File: src/rtl/fetch_decode.sv
// fetch_decode: front-end stage of the multi-cycle CPU.
// Runs the 4-phase sequencer (fetch, reg read, execute/mem, write back),
// fetches the word at pc over a req/ack handshake and decodes it into
// register-file controls that stay stable until the next fetch completes.
// Optional feature macro: FETCH_DECODE_COND_EXEC_EN (conditional execution
// of the ARM cond field against flags; without it every instruction executes).
// Handshake: imem_req is high for the whole FETCH phase (never during reset);
// the fetch completes on the first rising edge where imem_req and imem_ack
// are both high, and imem_rdata is sampled on that same edge.
module fetch_decode #(
    parameter int REG_SIZE  = 32,
    parameter int ADDR_SIZE = 5
) (
    input  logic                 clk,
    input  logic                 reset,
    input  logic [REG_SIZE-1:0]  pc,
    input  logic [3:0]           flags,
    output logic                 imem_req,
    output logic [REG_SIZE-1:0]  imem_addr,
    input  logic                 imem_ack,
    input  logic [REG_SIZE-1:0]  imem_rdata,
    output logic [1:0]           phase,
    output logic [ADDR_SIZE-1:0] select1,
    output logic [ADDR_SIZE-1:0] select2,
    output logic [ADDR_SIZE-1:0] wselect,
    output logic [ADDR_SIZE-1:0] shft_reg,
    output logic [REG_SIZE-1:0]  offset,
    output logic                 we,
    output logic                 from_mem,
    output logic                 mem_we,
    output logic                 undef
);

    typedef enum logic [1:0] {
        FETCH = 2'b00,
        REG   = 2'b01,
        EXEC  = 2'b10,
        WB    = 2'b11
    } state_t;

    state_t state, state_next;
    logic   fetch_done;

    logic [REG_SIZE-1:0] instr;
    logic                cond_pass;

    logic [ADDR_SIZE-1:0] d_select1, d_select2, d_wselect, d_shft_reg;
    logic [REG_SIZE-1:0]  d_offset;
    logic                 d_we, d_from_mem, d_mem_we;
    logic [REG_SIZE-1:0]  branch_offset;

    // phase is the state encoding itself, so it doubles as the FSM debug view
    assign phase      = state;
    assign imem_req   = (state == FETCH) && !reset;
    assign imem_addr  = pc;
    assign fetch_done = (state == FETCH) && imem_ack;

    // Branch target ends up PC+8+imm*4 once the register file adds its own +4
    assign branch_offset = {{(REG_SIZE-26){imem_rdata[23]}}, imem_rdata[23:0], 2'b00}
                           + REG_SIZE'(4);

`ifdef FETCH_DECODE_COND_EXEC_EN
    // ARM condition evaluation; cond 0xF is treated as never
    always_comb begin
        cond_pass = 1'b0;
        case (imem_rdata[31:28])
            4'h0: cond_pass = flags[2];
            4'h1: cond_pass = !flags[2];
            4'h2: cond_pass = flags[1];
            4'h3: cond_pass = !flags[1];
            4'h4: cond_pass = flags[3];
            4'h5: cond_pass = !flags[3];
            4'h6: cond_pass = flags[0];
            4'h7: cond_pass = !flags[0];
            4'h8: cond_pass = flags[1] && !flags[2];
            4'h9: cond_pass = !flags[1] || flags[2];
            4'hA: cond_pass = (flags[3] == flags[0]);
            4'hB: cond_pass = (flags[3] != flags[0]);
            4'hC: cond_pass = !flags[2] && (flags[3] == flags[0]);
            4'hD: cond_pass = flags[2] || (flags[3] != flags[0]);
            4'hE: cond_pass = 1'b1;
            default: cond_pass = 1'b0;
        endcase
    end
`else
    logic unused_flags;
    assign cond_pass    = 1'b1;
    assign unused_flags = ^flags;
`endif

    // Decode the incoming word by class; a failed condition squashes side effects
    always_comb begin
        d_select1  = '0;
        d_select2  = '0;
        d_wselect  = '0;
        d_shft_reg = '0;
        d_offset   = '0;
        d_we       = 1'b0;
        d_from_mem = 1'b0;
        d_mem_we   = 1'b0;
        case (imem_rdata[27:26])
            2'b00: begin
                d_select1  = ADDR_SIZE'(imem_rdata[19:16]);
                d_select2  = ADDR_SIZE'(imem_rdata[3:0]);
                d_wselect  = ADDR_SIZE'(imem_rdata[15:12]);
                d_shft_reg = ADDR_SIZE'(imem_rdata[11:8]);
                // TST/TEQ/CMP/CMN only update flags
                d_we       = (imem_rdata[24:23] != 2'b10);
            end
            2'b01: begin
                d_select1  = ADDR_SIZE'(imem_rdata[19:16]);
                d_select2  = ADDR_SIZE'(imem_rdata[15:12]);
                d_wselect  = ADDR_SIZE'(imem_rdata[15:12]);
                d_we       = imem_rdata[20];
                d_from_mem = imem_rdata[20];
                d_mem_we   = !imem_rdata[20];
            end
            2'b10: begin
                d_offset = branch_offset;
            end
            default: begin
            end
        endcase
        if (!cond_pass) begin
            d_we       = 1'b0;
            d_from_mem = 1'b0;
            d_mem_we   = 1'b0;
            d_offset   = '0;
        end
    end

    // Sequencer next state: only FETCH waits, on the instruction ack
    always_comb begin
        state_next = state;
        case (state)
            FETCH:   if (imem_ack) state_next = REG;
            REG:     state_next = EXEC;
            EXEC:    state_next = WB;
            default: state_next = FETCH;
        endcase
    end

    // State register
    always_ff @(posedge clk) begin
        if (reset) state <= FETCH;
        else       state <= state_next;
    end

    // Latch the instruction and its decode on the completing fetch edge
    always_ff @(posedge clk) begin
        if (reset) begin
            instr    <= '0;
            select1  <= '0;
            select2  <= '0;
            wselect  <= '0;
            shft_reg <= '0;
            offset   <= '0;
            we       <= 1'b0;
            from_mem <= 1'b0;
            mem_we   <= 1'b0;
        end else if (fetch_done) begin
            instr    <= imem_rdata;
            select1  <= d_select1;
            select2  <= d_select2;
            wselect  <= d_wselect;
            shft_reg <= d_shft_reg;
            offset   <= d_offset;
            we       <= d_we;
            from_mem <= d_from_mem;
            mem_we   <= d_mem_we;
        end
    end

    // Undefined class is flagged for exactly the REG cycle
    assign undef = (state == REG) && (instr[27:26] == 2'b11);

    logic unused_instr;
    assign unused_instr = ^{instr[REG_SIZE-1:28], instr[25:0]};

endmodule

File: config.mk
export PLATFORM = sky130hd
export DESIGN_NAME = fetch_decode
export DESIGN_NICKNAME = d
export VERILOG_FILES = /design/src/rtl/fetch_decode.sv
export SDC_FILE = /design/constraint.sdc
export NUM_CORES = 1
export LEC_CHECK = 0
export BUFFER_PORTS_ARGS = -buffer_cell sky130_fd_sc_hd__buf_2
export CAP_MARGIN = 20
export CORE_AREA = 2 2 107 109
export DETAILED_ROUTE_END_ITERATION = 6
export DIE_AREA = 0 0 109 111
export MAX_ROUTING_LAYER = met4
export PLACE_DENSITY = 0.6
export RECOVER_POWER = 25
export SKIP_LAST_GASP = 1
export SYNTH_ARGS = -nofsm -noshare
export SYNTH_HDL_FRONTEND = slang
export SYNTH_SLANG_ARGS = --single-unit
File: constraint.sdc
create_clock -name clk -period 1.55 [get_ports clk]
set_input_delay 0.31 -clock clk [delete_from_list [all_inputs] [get_ports clk]]
set_output_delay 0.31 -clock clk [all_outputs]
set_load 0.01 [all_outputs]
==> results.json <==
{
  "status": "complete, no violations",
  "max_freq_mhz": 656,
  "wl_per_cell_um": 14.8,
  "gr-total-overflow": 0,
  "nets": 471,
  "synth-compound-area-share_pct": 14.7,
  "synth_commonest_cells": "dfxtp_1 (48), buf_4 (43), nor2_1 (34), nand2_1 (20)",
  "syn_inst": 312,
  "cts_buffers": 5,
  "hpwl_mm": 6.04,
  "syn_avg_cell_area_um2": 8.56,
  "cp_max_fo": 2,
  "ys_ff_latch": 48,
  "worst_setup_path_end_kind": "output pin",
  "synth_edf_count": 0,
  "clock_latency_ns": 0.29,
  "drc": 0,
  "synth_top_family_by_area": "simple AND/OR/NAND/NOR gates",
  "maxCapViolations": 0,
  "drt_wl_total_mm": 7.98,
  "finalNonFillerCells": 540,
  "post-synth-top-count-cell": "dfxtp_1",
  "ys_seq_area_share_pct": 36.0,
  "start_util_pct": 24.1,
  "fin_skew_ns": 0.00381,
  "grt_pass1_wl_mm": 12.1,
  "synth-simple-area-share_pct": 25.7,
  "hold_path.class": "in2reg",
  "synth_ff_type": "dfxtp_1",
  "cts-root-buf": "clkbuf_16",
  "num_rows": 39,
  "die_area_um2": 12100,
  "clk_pin_slew_ns": 0.06,
  "synth_mux_area_share_pct": 2.06,
  "yosys_warnings": 0,
  "largest_reg_flops": 25,
  "ios": 162,
  "synth_fa_ha_area_share_pct": 1.87,
  "place_inst": 521,
  "synthArstFlopShare_pct": 0,
  "crit_arrival_ns": 1.21,
  "synth.cell_area_um2": 2670,
  "fp.dieW_um": 109,
  "track_usage_pct": 13.2,
  "num_antenna_cells": 0,
  "final_core_util_pct": 32.4,
  "numPortBuffers": 82,
  "p_leak_uw": 0.00161,
  "setup_slack_ns": 0.0252,
  "num_vias": 2489,
  "ctsHtreeMaxLevel": 2,
  "cp_data_required_time_ns": 1.24,
  "initialDrtViolationCount": 208,
  "dr.pass1.iters": 4,
  "r2r_slack_ns": 0.05,
  "viasPerCell": 4.61,
  "finalCritPeriodShare_pct": 98.4,
  "grt_pass1_vias": 2331,
  "min_period_ns": 1.52,
  "hold_viol": 0,
  "synthTopCellsByArea": "dfxtp_1 (36%), buf_4 (12%), nor2_1 (4.8%)",
  "ys_types": 46,
  "finalMaxSlewViolations": 0,
  "ctsHoldBuffers": 0,
  "antenna_found_initial": 0,
  "area_delta_synth_final_pct": 34.3,
  "core_um2": 11100,
  "setup_violations": 0,
  "dp_worst_setup_slack_ns": -0.235,
  "drtAntennaViolNets": 0,
  "fp.dieH_um": 111,
  "cts_buffer_depth": 2,
  "gp_congestion": 0.809,
  "crit_type": "reg2out",
  "rsz0062_at_grt": "true",
  "synthXorXnorAreaFrac_pct": 3.61,
  "setup.worst_path.start_class": "register",
  "p_per_area_nw_per_um2": 1190,
  "grt_max_degree": 22,
  "drive_gt1_share_pct": 42.1,
  "largest_register": "offset",
  "clock-sinks": 48,
  "ir_drop_v": 0.000618,
  "cts_tree": "done",
  "yosys.area.top_type_share_pct": 36.0,
  "synth_area_leader_cell": "dfxtp_1"
}
worst max-delay path: stages (launching register included):
cell	delay, ns
dfxtp_2	0.34
inv_2	0.05
buf_4	0.13
ha_4	0.15
and3_4	0.14
buf_6	0.11
final cells by class:
type / count / area (um^2)
clock buffers: 6 / 129
clock inverters: 2 / 35.0
fillers: 1136 / 7490
inverters: 8 / 30.0
multi-input cells: 202 / 1390
flip-flops and latches: 48 / 963
well taps: 143 / 179
repair buffers: 131 / 857
cell usage in the layout (no fill, tap or decap), drive strengths merged, types with 2 or more instances in the layout:
master,Yosys,routed
a21oi,16,16
o21ai,3,3
xor2,7,7
conb,1,6
nand3,17,17
and3,3,3
a2111o,2,2
inv,8,8
ha,4,4
a32oi,4,4
a22o,8,8
nand3b,4,4
dfxtp,48,48
buf,49,129
nor3,15,15
a22oi,14,14
o211ai,2,2
nor3b,8,8
nand4b,4,4
nand4,7,7
mux2,4,4
xnor2,4,4
o21a,3,3
nor2,35,35
nand2,20,20
nor4,4,4
or3,2,2
clkbuf,10,8
power breakdown:
part | internal (uW) | total, uW | switching, uW
Sequential | 1370 | 1450 | 78.0
Clock | 759 | 1220 | 459
Combinational | 789 | 1620 | 826
timing repair:
action | CTS | global route
endpoints found under the setup margin | 24 | 28
pin swaps | 2 | 4
gates resized for setup | 9 | 12
cloned | 0 | 2
setup buffers | 3 | 6
metal layers:
metal	global-route usage [%]	part of all wire [%]	vias to the layer above	wire [um]
met5	-	0	-	0
met4	4.96	2.3	0	186
met3	2.53	4.6	19	363
met2	20.0	48	76	3820
met1	17.3	45	1172	3600
li1	-	-	1222	-
path summary, 6_finish.rpt:
check,startpoint,end,depth (start not counted)
worst min-delay path,imem_rdata[22],offset[24],3
worst max-delay path,phase[1],undef,5
worst min register to register,offset[7],offset[7],2
worst max register to register,phase[1],offset[25],8
through the flow:
stage               cell area (um^2)  TNS (ns)  total power (uW)  hold slack [ns]
detailed placement              3200     -2.67              2690            0.445
global route                    3590    -0.160              4520            0.339
CTS                             3430   -0.0236              3960            0.319
floorplan                       2720         0              2250            0.432
finish                          3590         0              4280            0.318
global placement                3200     -1.43              2660            0.443
cells by family (layout without fill, tap and decap cells):
logic type / Yosys count / in the layout
flip-flops: 48 / 48
XOR/XNOR: 11 / 11
AND/OR/NAND/NOR: 121 / 121
multiplexers: 5 / 5
adder cells (fa/ha/maj): 4 / 4
AO/OA/AOI/OAI: 55 / 55
buffers and inverters: 67 / 147
other: 1 / 6
Power figures use the tool's default switching activity.
